File: src/rtl/msg_arbiter.sv
// Two-level round-robin message arbiter. It offers one source's message to the frame
// encoder, routes read strobes to that source and aborts a message that stalls too long.
module msg_arbiter #(
  parameter int               N_REQ     = 8,
  parameter logic [N_REQ-1:0] PRIO_MASK = {{(N_REQ-1){1'b0}}, 1'b1},
  parameter int               STARVE    = 4,
  parameter int               TIMEOUT   = 1024
) (
  input  logic               clk,
  input  logic               rst,
  input  logic               en,
  input  logic [N_REQ-1:0]   src_mask,
  input  logic [N_REQ-1:0]   req_bus,
  input  logic [8*N_REQ-1:0] len_bus,
  output logic [N_REQ-1:0]   rdreq_bus,
  output logic               msg_valid,
  output logic [4:0]         msg_src,
  output logic [7:0]         msg_len,
  input  logic               msg_ready,
  input  logic               beat,
  output logic               busy,
  output logic               timeout_err
);

  localparam int PW = (N_REQ > 1) ? $clog2(N_REQ) : 1;
  localparam int IW = $clog2(TIMEOUT + 1);
  localparam int SW = (STARVE > 0) ? $clog2(STARVE + 1) : 1;

  typedef enum logic [1:0] {S_IDLE, S_OFFER, S_BUSY, S_RELEASE} state_t;

  state_t         state;
  logic [PW-1:0]  src_q;
  logic [PW-1:0]  hi_ptr;
  logic [PW-1:0]  lo_ptr;
  logic [7:0]     beat_cnt;
  logic [IW-1:0]  idle_cnt;
  logic [SW-1:0]  starve_cnt;
  logic           grant_lo;
  logic           low_waiting;

  logic [N_REQ-1:0] elig;
  logic [N_REQ-1:0] elig_hi;
  logic [N_REQ-1:0] elig_lo;
  logic [PW:0]      pick_hi;
  logic [PW:0]      pick_lo;
  logic             low_wins;
  logic [PW-1:0]    win_idx;
  logic [7:0]       len_arr [N_REQ];

  // Returns {found, index} of the first set bit at or after ptr, wrapping around.
  function automatic logic [PW:0] rr_pick(input logic [N_REQ-1:0] vec,
                                          input logic [PW-1:0]    ptr);
    logic [PW:0] res;
    int          pos;
    res = '0;
    for (int off = N_REQ - 1; off >= 0; off--) begin
      pos = int'(ptr) + off;
      if (pos >= N_REQ) pos = pos - N_REQ;
      if (vec[PW'(pos)]) res = {1'b1, PW'(pos)};
    end
    return res;
  endfunction

  function automatic logic [PW-1:0] next_ptr(input logic [PW-1:0] p);
    return (int'(p) == N_REQ - 1) ? '0 : p + 1'b1;
  endfunction

  assign elig     = req_bus & ~src_mask;
  assign elig_hi  = elig & PRIO_MASK;
  assign elig_lo  = elig & ~PRIO_MASK;
  assign pick_hi  = rr_pick(elig_hi, hi_ptr);
  assign pick_lo  = rr_pick(elig_lo, lo_ptr);
  assign low_wins = pick_lo[PW] && (!pick_hi[PW] || starve_cnt >= SW'(STARVE));
  assign win_idx  = low_wins ? pick_lo[PW-1:0] : pick_hi[PW-1:0];
  assign msg_src  = 5'(src_q);

  always_comb begin
    for (int i = 0; i < N_REQ; i++) len_arr[i] = len_bus[8*i +: 8];
  end

  // NOTE: every signal assigned in always_comb gets a default first, otherwise a latch is inferred.
  // Only BUSY beats reach a source; the terminal beat already moved us to RELEASE,
  // so surplus beats fall on the floor. Reset gates the strobe in the same cycle.
  always_comb begin
    rdreq_bus = '0;
    if (!rst && state == S_BUSY && beat) rdreq_bus[src_q] = 1'b1;
  end

  // NOTE: sequential state uses non-blocking assignments so every register samples pre-edge values.
  always_ff @(posedge clk) begin
    if (rst) begin
      state       <= S_IDLE;
      src_q       <= '0;
      hi_ptr      <= '0;
      lo_ptr      <= '0;
      beat_cnt    <= '0;
      idle_cnt    <= '0;
      starve_cnt  <= '0;
      grant_lo    <= 1'b0;
      low_waiting <= 1'b0;
      msg_valid   <= 1'b0;
      msg_len     <= '0;
      busy        <= 1'b0;
      timeout_err <= 1'b0;
    end else begin
      timeout_err <= 1'b0;
      case (state)
        S_IDLE: begin
          if (en && (pick_hi[PW] || pick_lo[PW])) begin
            state       <= S_OFFER;
            msg_valid   <= 1'b1;
            busy        <= 1'b1;
            src_q       <= win_idx;
            msg_len     <= len_arr[win_idx];
            grant_lo    <= low_wins;
            low_waiting <= pick_lo[PW];
          end
        end
        S_OFFER: begin
          if (msg_ready) begin
            msg_valid <= 1'b0;
            beat_cnt  <= '0;
            idle_cnt  <= '0;
            state     <= (msg_len == 8'd0) ? S_RELEASE : S_BUSY;
          end
        end
        S_BUSY: begin
          if (beat) begin
            beat_cnt <= beat_cnt + 8'd1;
            idle_cnt <= '0;
            if (beat_cnt + 8'd1 == msg_len) state <= S_RELEASE;
          end else if (idle_cnt == IW'(TIMEOUT - 1)) begin
            timeout_err <= 1'b1;
            state       <= S_RELEASE;
          end else begin
            idle_cnt <= idle_cnt + 1'b1;
          end
        end
        S_RELEASE: begin
          busy  <= 1'b0;
          state <= S_IDLE;
          if (grant_lo) begin
            lo_ptr     <= next_ptr(src_q);
            starve_cnt <= '0;
          end else begin
            hi_ptr <= next_ptr(src_q);
            // Count high grants made while a low source was kept waiting; saturate at the limit.
            if (low_waiting && starve_cnt < SW'(STARVE)) starve_cnt <= starve_cnt + 1'b1;
          end
        end
      endcase
    end
  end

endmodule

File: config.mk
export PLATFORM = sky130hd
export DESIGN_NAME = msg_arbiter
export DESIGN_NICKNAME = d
export VERILOG_FILES = /design/src/rtl/msg_arbiter.sv
export SDC_FILE = /design/constraint.sdc
export NUM_CORES = 1
export LEC_CHECK = 0
export CAP_MARGIN = 20
export CORE_MARGIN = 4
export CORE_UTILIZATION = 40
export DETAILED_ROUTE_END_ITERATION = 7
export DONT_BUFFER_PORTS = 1
export SLEW_MARGIN = 10
export SYNTH_ARGS = -nofsm -noshare
export SYNTH_HDL_FRONTEND = slang
export SYNTH_SLANG_ARGS = --single-unit
File: constraint.sdc
create_clock -name clk -period 8.25 [get_ports clk]
set_input_delay 0.825 -clock clk [delete_from_list [all_inputs] [get_ports clk]]
set_output_delay 0.825 -clock clk [all_outputs]
set_load 0.005 [all_outputs]
==> impl_metrics.prom <==
# TYPE chip_impl_metric gauge
chip_impl_metric{name="critical_path.max_stage_delay",unit="ns"} 0.93
chip_impl_info{name="cts.root.buffer_cell",value="sky130_fd_sc_hd__clkbuf_8"} 1
chip_impl_info{name="synth_top_cells_by_area",value="sky130_fd_sc_hd__dfxtp_1 21%, sky130_fd_sc_hd__nor2_1 6.2%, sky130_fd_sc_hd__nand3_1 5.1%, sky130_fd_sc_hd__a21oi_1 5.0%, sky130_fd_sc_hd__mux4_2 3.9%"} 1
chip_impl_metric{name="avgRoutedWirePerCell",unit="microns"} 18.8
chip_impl_metric{name="use_met2",unit="%"} 31.3
chip_impl_metric{name="grtUsageMet1",unit="%"} 27.9
chip_impl_info{name="rsz0062_at_grt",value="no"} 1
chip_impl_metric{name="p_leak",unit="nW"} 1.42
chip_impl_metric{name="final-hold-violation-count",unit=""} 0
chip_impl_metric{name="timing.setup.tns",unit="ns"} 0
chip_impl_info{name="critical_path.startpoint_type",value="flip-flop"} 1
chip_impl_metric{name="cts.repair_timing.setup_buffer_count",unit=""} 0
chip_impl_metric{name="gp_congestion",unit=""} 0.934
chip_impl_info{name="critPathSlowestCell",value="sky130_fd_sc_hd__dfxtp_1"} 1
chip_impl_metric{name="irDropWorstVdd",unit="uV"} 102
chip_impl_info{name="holdCritPathClass",value="reg -> reg"} 1
chip_impl_metric{name="async_reset_ff_share",unit="%"} 0
chip_impl_metric{name="total_congestion_overflow",unit=""} 0
chip_impl_metric{name="cts-htree-levels",unit=""} 2
chip_impl_info{name="run_status",value="finished clean"} 1
chip_impl_metric{name="first_global_vias",unit=""} 3624
chip_impl_info{name="worstSetupEndpointType",value="flip-flop"} 1
chip_impl_metric{name="drt_pass1_iterations",unit=""} 4
chip_impl_metric{name="layout_worst_path_cycle_share",unit="%"} 50.3
chip_impl_metric{name="timing.clock.skew",unit="ns"} 0.00771
chip_impl_metric{name="start_util",unit="%"} 41.1
chip_impl_metric{name="synth_sequential_area_ratio",unit="%"} 21.4
chip_impl_metric{name="flow.area_growth_from_synthesis",unit="%"} 3.09
chip_impl_metric{name="gr-usage-all-layers",unit="%"} 19.9
chip_impl_metric{name="ys_seq_elements",unit=""} 43
chip_impl_metric{name="internal_power",unit="uW"} 451
chip_impl_metric{name="cts.path.max_buffers",unit=""} 2
chip_impl_metric{name="detail_route.drc_violations",unit=""} 0
chip_impl_metric{name="synth_edf_count",unit=""} 0
chip_impl_metric{name="clkLatencyLatePin",unit="ns"} 0.29
chip_impl_metric{name="resized_after_cts",unit=""} 0
chip_impl_metric{name="ios",unit=""} 109
chip_impl_metric{name="grt_pass1_wl",unit="microns"} 18900
chip_impl_info{name="cts_tree",value="built"} 1
chip_impl_metric{name="worstMarginPinSlew",unit="ns"} 0.927
chip_impl_metric{name="clk_transition_reported_paths",unit="ns"} 0.09
chip_impl_metric{name="grtUsageMet3",unit="%"} 5.01
chip_impl_info{name="layout.cells.most_common_list",value="66 x sky130_fd_sc_hd__nor2_1, 43 x sky130_fd_sc_hd__dfxtp_1, 41 x sky130_fd_sc_hd__nand3_1"} 1
chip_impl_metric{name="relSlewSlack",unit="%"} 38.1
chip_impl_metric{name="worstPathMaxFanout",unit=""} 25
chip_impl_info{name="cp_cell_sequence",value="inv_2 -> ha_1 -> inv_1 -> nor2_1 -> o311ai_0 -> nand2_1 -> o211ai_4 -> nor2_8 -> mux2i_1 -> mux4_2 -> a211oi_2"} 1
chip_impl_metric{name="placed_cell_area",unit="sq um"} 4020
chip_impl_metric{name="grt_antenna_before_repair",unit=""} 0
chip_impl_info{name="grt_most_used_layer",value="met2"} 1
chip_impl_info{name="synth.largest_area_cell",value="sky130_fd_sc_hd__dfxtp_1"} 1
chip_impl_metric{name="power_frac_seq",unit="%"} 36.6
chip_impl_metric{name="height_of_the_die",unit="microns"} 108
chip_impl_metric{name="hpwl_after_dpl",unit="microns"} 9210
chip_impl_metric{name="num-nets-final",unit=""} 587
chip_impl_metric{name="antenna_violating_nets_post_route",unit=""} 0
chip_impl_info{name="layout.cells.most_common",value="sky130_fd_sc_hd__nor2_1"} 1
chip_impl_metric{name="power.share.switching",unit="%"} 40.4
chip_impl_metric{name="yosys_warnings",unit=""} 0
chip_impl_metric{name="placement_rows",unit=""} 36
chip_impl_metric{name="route.detailed.vias_per_inst",unit=""} 6.00
chip_impl_metric{name="cp.arrival",unit="ns"} 4.38
chip_impl_metric{name="die_area",unit="sq um"} 11700
chip_impl_metric{name="netlist.area_leader.share",unit="%"} 21.4
chip_impl_metric{name="yosysUniqueCellTypes",unit=""} 85
chip_impl_metric{name="io_buffers",unit=""} 0
chip_impl_metric{name="postCtsHoldBufs",unit=""} 0
chip_impl_metric{name="clkPwrFrac",unit="%"} 23.1
chip_impl_metric{name="synth_area",unit="sq um"} 4020
chip_impl_metric{name="drt-initial-drc-count",unit=""} 200
chip_impl_metric{name="drv_slew",unit=""} 0
chip_impl_metric{name="totalWireLength",unit="microns"} 11700
chip_impl_metric{name="period_needed",unit="ns"} 4.15
chip_impl_metric{name="cts_inserted_buffers",unit=""} 5
chip_impl_metric{name="required",unit="ns"} 8.47
chip_impl_metric{name="final_design_area_no_fill",unit="sq um"} 4140
chip_impl_info{name="worst-setup-path-type",value="reg -> reg"} 1
chip_impl_metric{name="fp.dieW",unit="microns"} 108
chip_impl_metric{name="maxClockFrequency",unit="GHz"} 0.241
chip_impl_metric{name="power.switching",unit="uW"} 305
chip_impl_metric{name="total_via_count_in_the_routed_design",unit=""} 3749
chip_impl_info{name="yosys_most_used_dff",value="sky130_fd_sc_hd__dfxtp_1"} 1
chip_impl_metric{name="pwr_density_cell",unit="nW/um^2"} 183
chip_impl_metric{name="post-route-util",unit="%"} 42.3
chip_impl_metric{name="cts.sink_count",unit=""} 43
chip_impl_metric{name="core_region_area",unit="sq um"} 9770
chip_impl_metric{name="max-cap-violations",unit=""} 0
chip_impl_metric{name="syn-instance-count",unit=""} 511
chip_impl_metric{name="syn_area_per_cell",unit="sq um"} 7.86
chip_impl_metric{name="grt_max_degree",unit=""} 39
chip_impl_metric{name="combPwrFrac",unit="%"} 40.3
chip_impl_metric{name="antenna-diode-count",unit=""} 0
chip_impl_metric{name="finalSetupViolations",unit=""} 0
chip_impl_metric{name="drive_above_1_share",unit="%"} 10.4
-- per-layer routing --
| layer | share of wire (%) | up-vias |
|---|---|---|
| met3 | 8.7 | 12 |
| met4 | 1.6 | 0 |
| met5 | 0 | - |
| li1 | - | 1859 |
| met2 | 45 | 140 |
| met1 | 45 | 1738 |
-- layout make-up --
class                           instances  area, sq um
Sequential cell                        43          861
Clock buffer                            6         82.6
Inverter                               12         45.0
Timing Repair Buffer                    2         15.0
Multi-Input combinational cell        427         2930
Clock inverter                          2         35.0
Tap cell                              133          166
Fill cell                            1013         5640
-- metrics by stage --
step / std cells / power [mW] / setup slack, ns / hold WS [ns]
6_report: 625 / 0.756 / 4.10 / 0.520
5_1_grt: 625 / 0.815 / 3.72 / 0.547
4_1_cts: 625 / 0.757 / 4.11 / 0.521
3_5_place_dp: 617 / 0.585 / 4.14 / 0.501
3_3_place_gp: 617 / 0.580 / 4.23 / 0.486
2_1_floorplan: 512 / 0.518 / 4.99 / 0.472
-- power groups by stage --
stage / clock network (mW) / logic [mW] / registers, mW
6_report: 0.175 / 0.304 / 0.276
5_1_grt: 0.187 / 0.346 / 0.283
4_1_cts: 0.176 / 0.303 / 0.278
3_5_place_dp: 0 / 0.302 / 0.283
3_3_place_gp: 0 / 0.299 / 0.282
2_1_floorplan: 0 / 0.255 / 0.263
-- sequential cells by signal (all words and copies together), names as in the netlist --
signal / flops
timeout_err: 1
lo_ptr: 3
starve_cnt: 3
low_waiting: 1
src_q: 3
beat_cnt: 8
busy: 1
idle_cnt: 11
grant_lo: 1
state: 2
msg_len: 8
msg_valid: 1
-- logic make-up (layout without fill, tap and decap cells) --
logic type               Yosys count  count (layout)  share of synthesized area, %
AND/OR/NAND/NOR                  233             233                          30.9
AO/OA/AOI/OAI                    131             131                          23.8
flip-flops                        43              43                          21.4
buffers and inverters             42              22                          5.58
multiplexers                      27              27                          9.32
XOR/XNOR                          23              23                          5.48
adder cells (fa/ha/maj)           11              11                          3.43
other                              1               2                        0.0934
-- cells in the mapped netlist (all sizes together) (3+ instances only) --
cell / n
o211ai: 7
xnor2: 13
ha: 11
and3: 8
mux4: 7
inv: 12
dfxtp: 43
nand4: 3
buf: 14
o21ai: 25
clkbuf: 16
a2111oi: 4
a22oi: 4
a32oi: 3
a21oi: 41
nand3b: 5
nand2: 31
or3: 4
nor4: 8
nand2b: 12
xor2: 10
nor2b: 10
o31ai: 7
nand3: 42
nor2: 68
a21o: 3
nor3: 19
a211oi: 6
mux2: 7
a31oi: 6
mux2i: 13
and2: 4
-- final timing paths --
kind               start     endpoint  slack, ns  cells past startpoint
min reg2reg  idle_cnt[8]  idle_cnt[8]       0.52                      2
max reg2reg    lo_ptr[0]   msg_len[0]       4.10                     11
min          idle_cnt[8]  idle_cnt[8]       0.52                      2
max            lo_ptr[0]   msg_len[0]       4.10                     11
-- worst max-delay path: cells and delay by family, from the launching register on --
family / cells / cell delay [ns]
compound gates: 3 / 1.09
flops: 1 / 0.93
mux: 2 / 0.64
fa+ha+maj: 1 / 0.53
buf+inv: 2 / 0.48
simple gates: 3 / 0.42
Power figures use the tool's default switching activity.
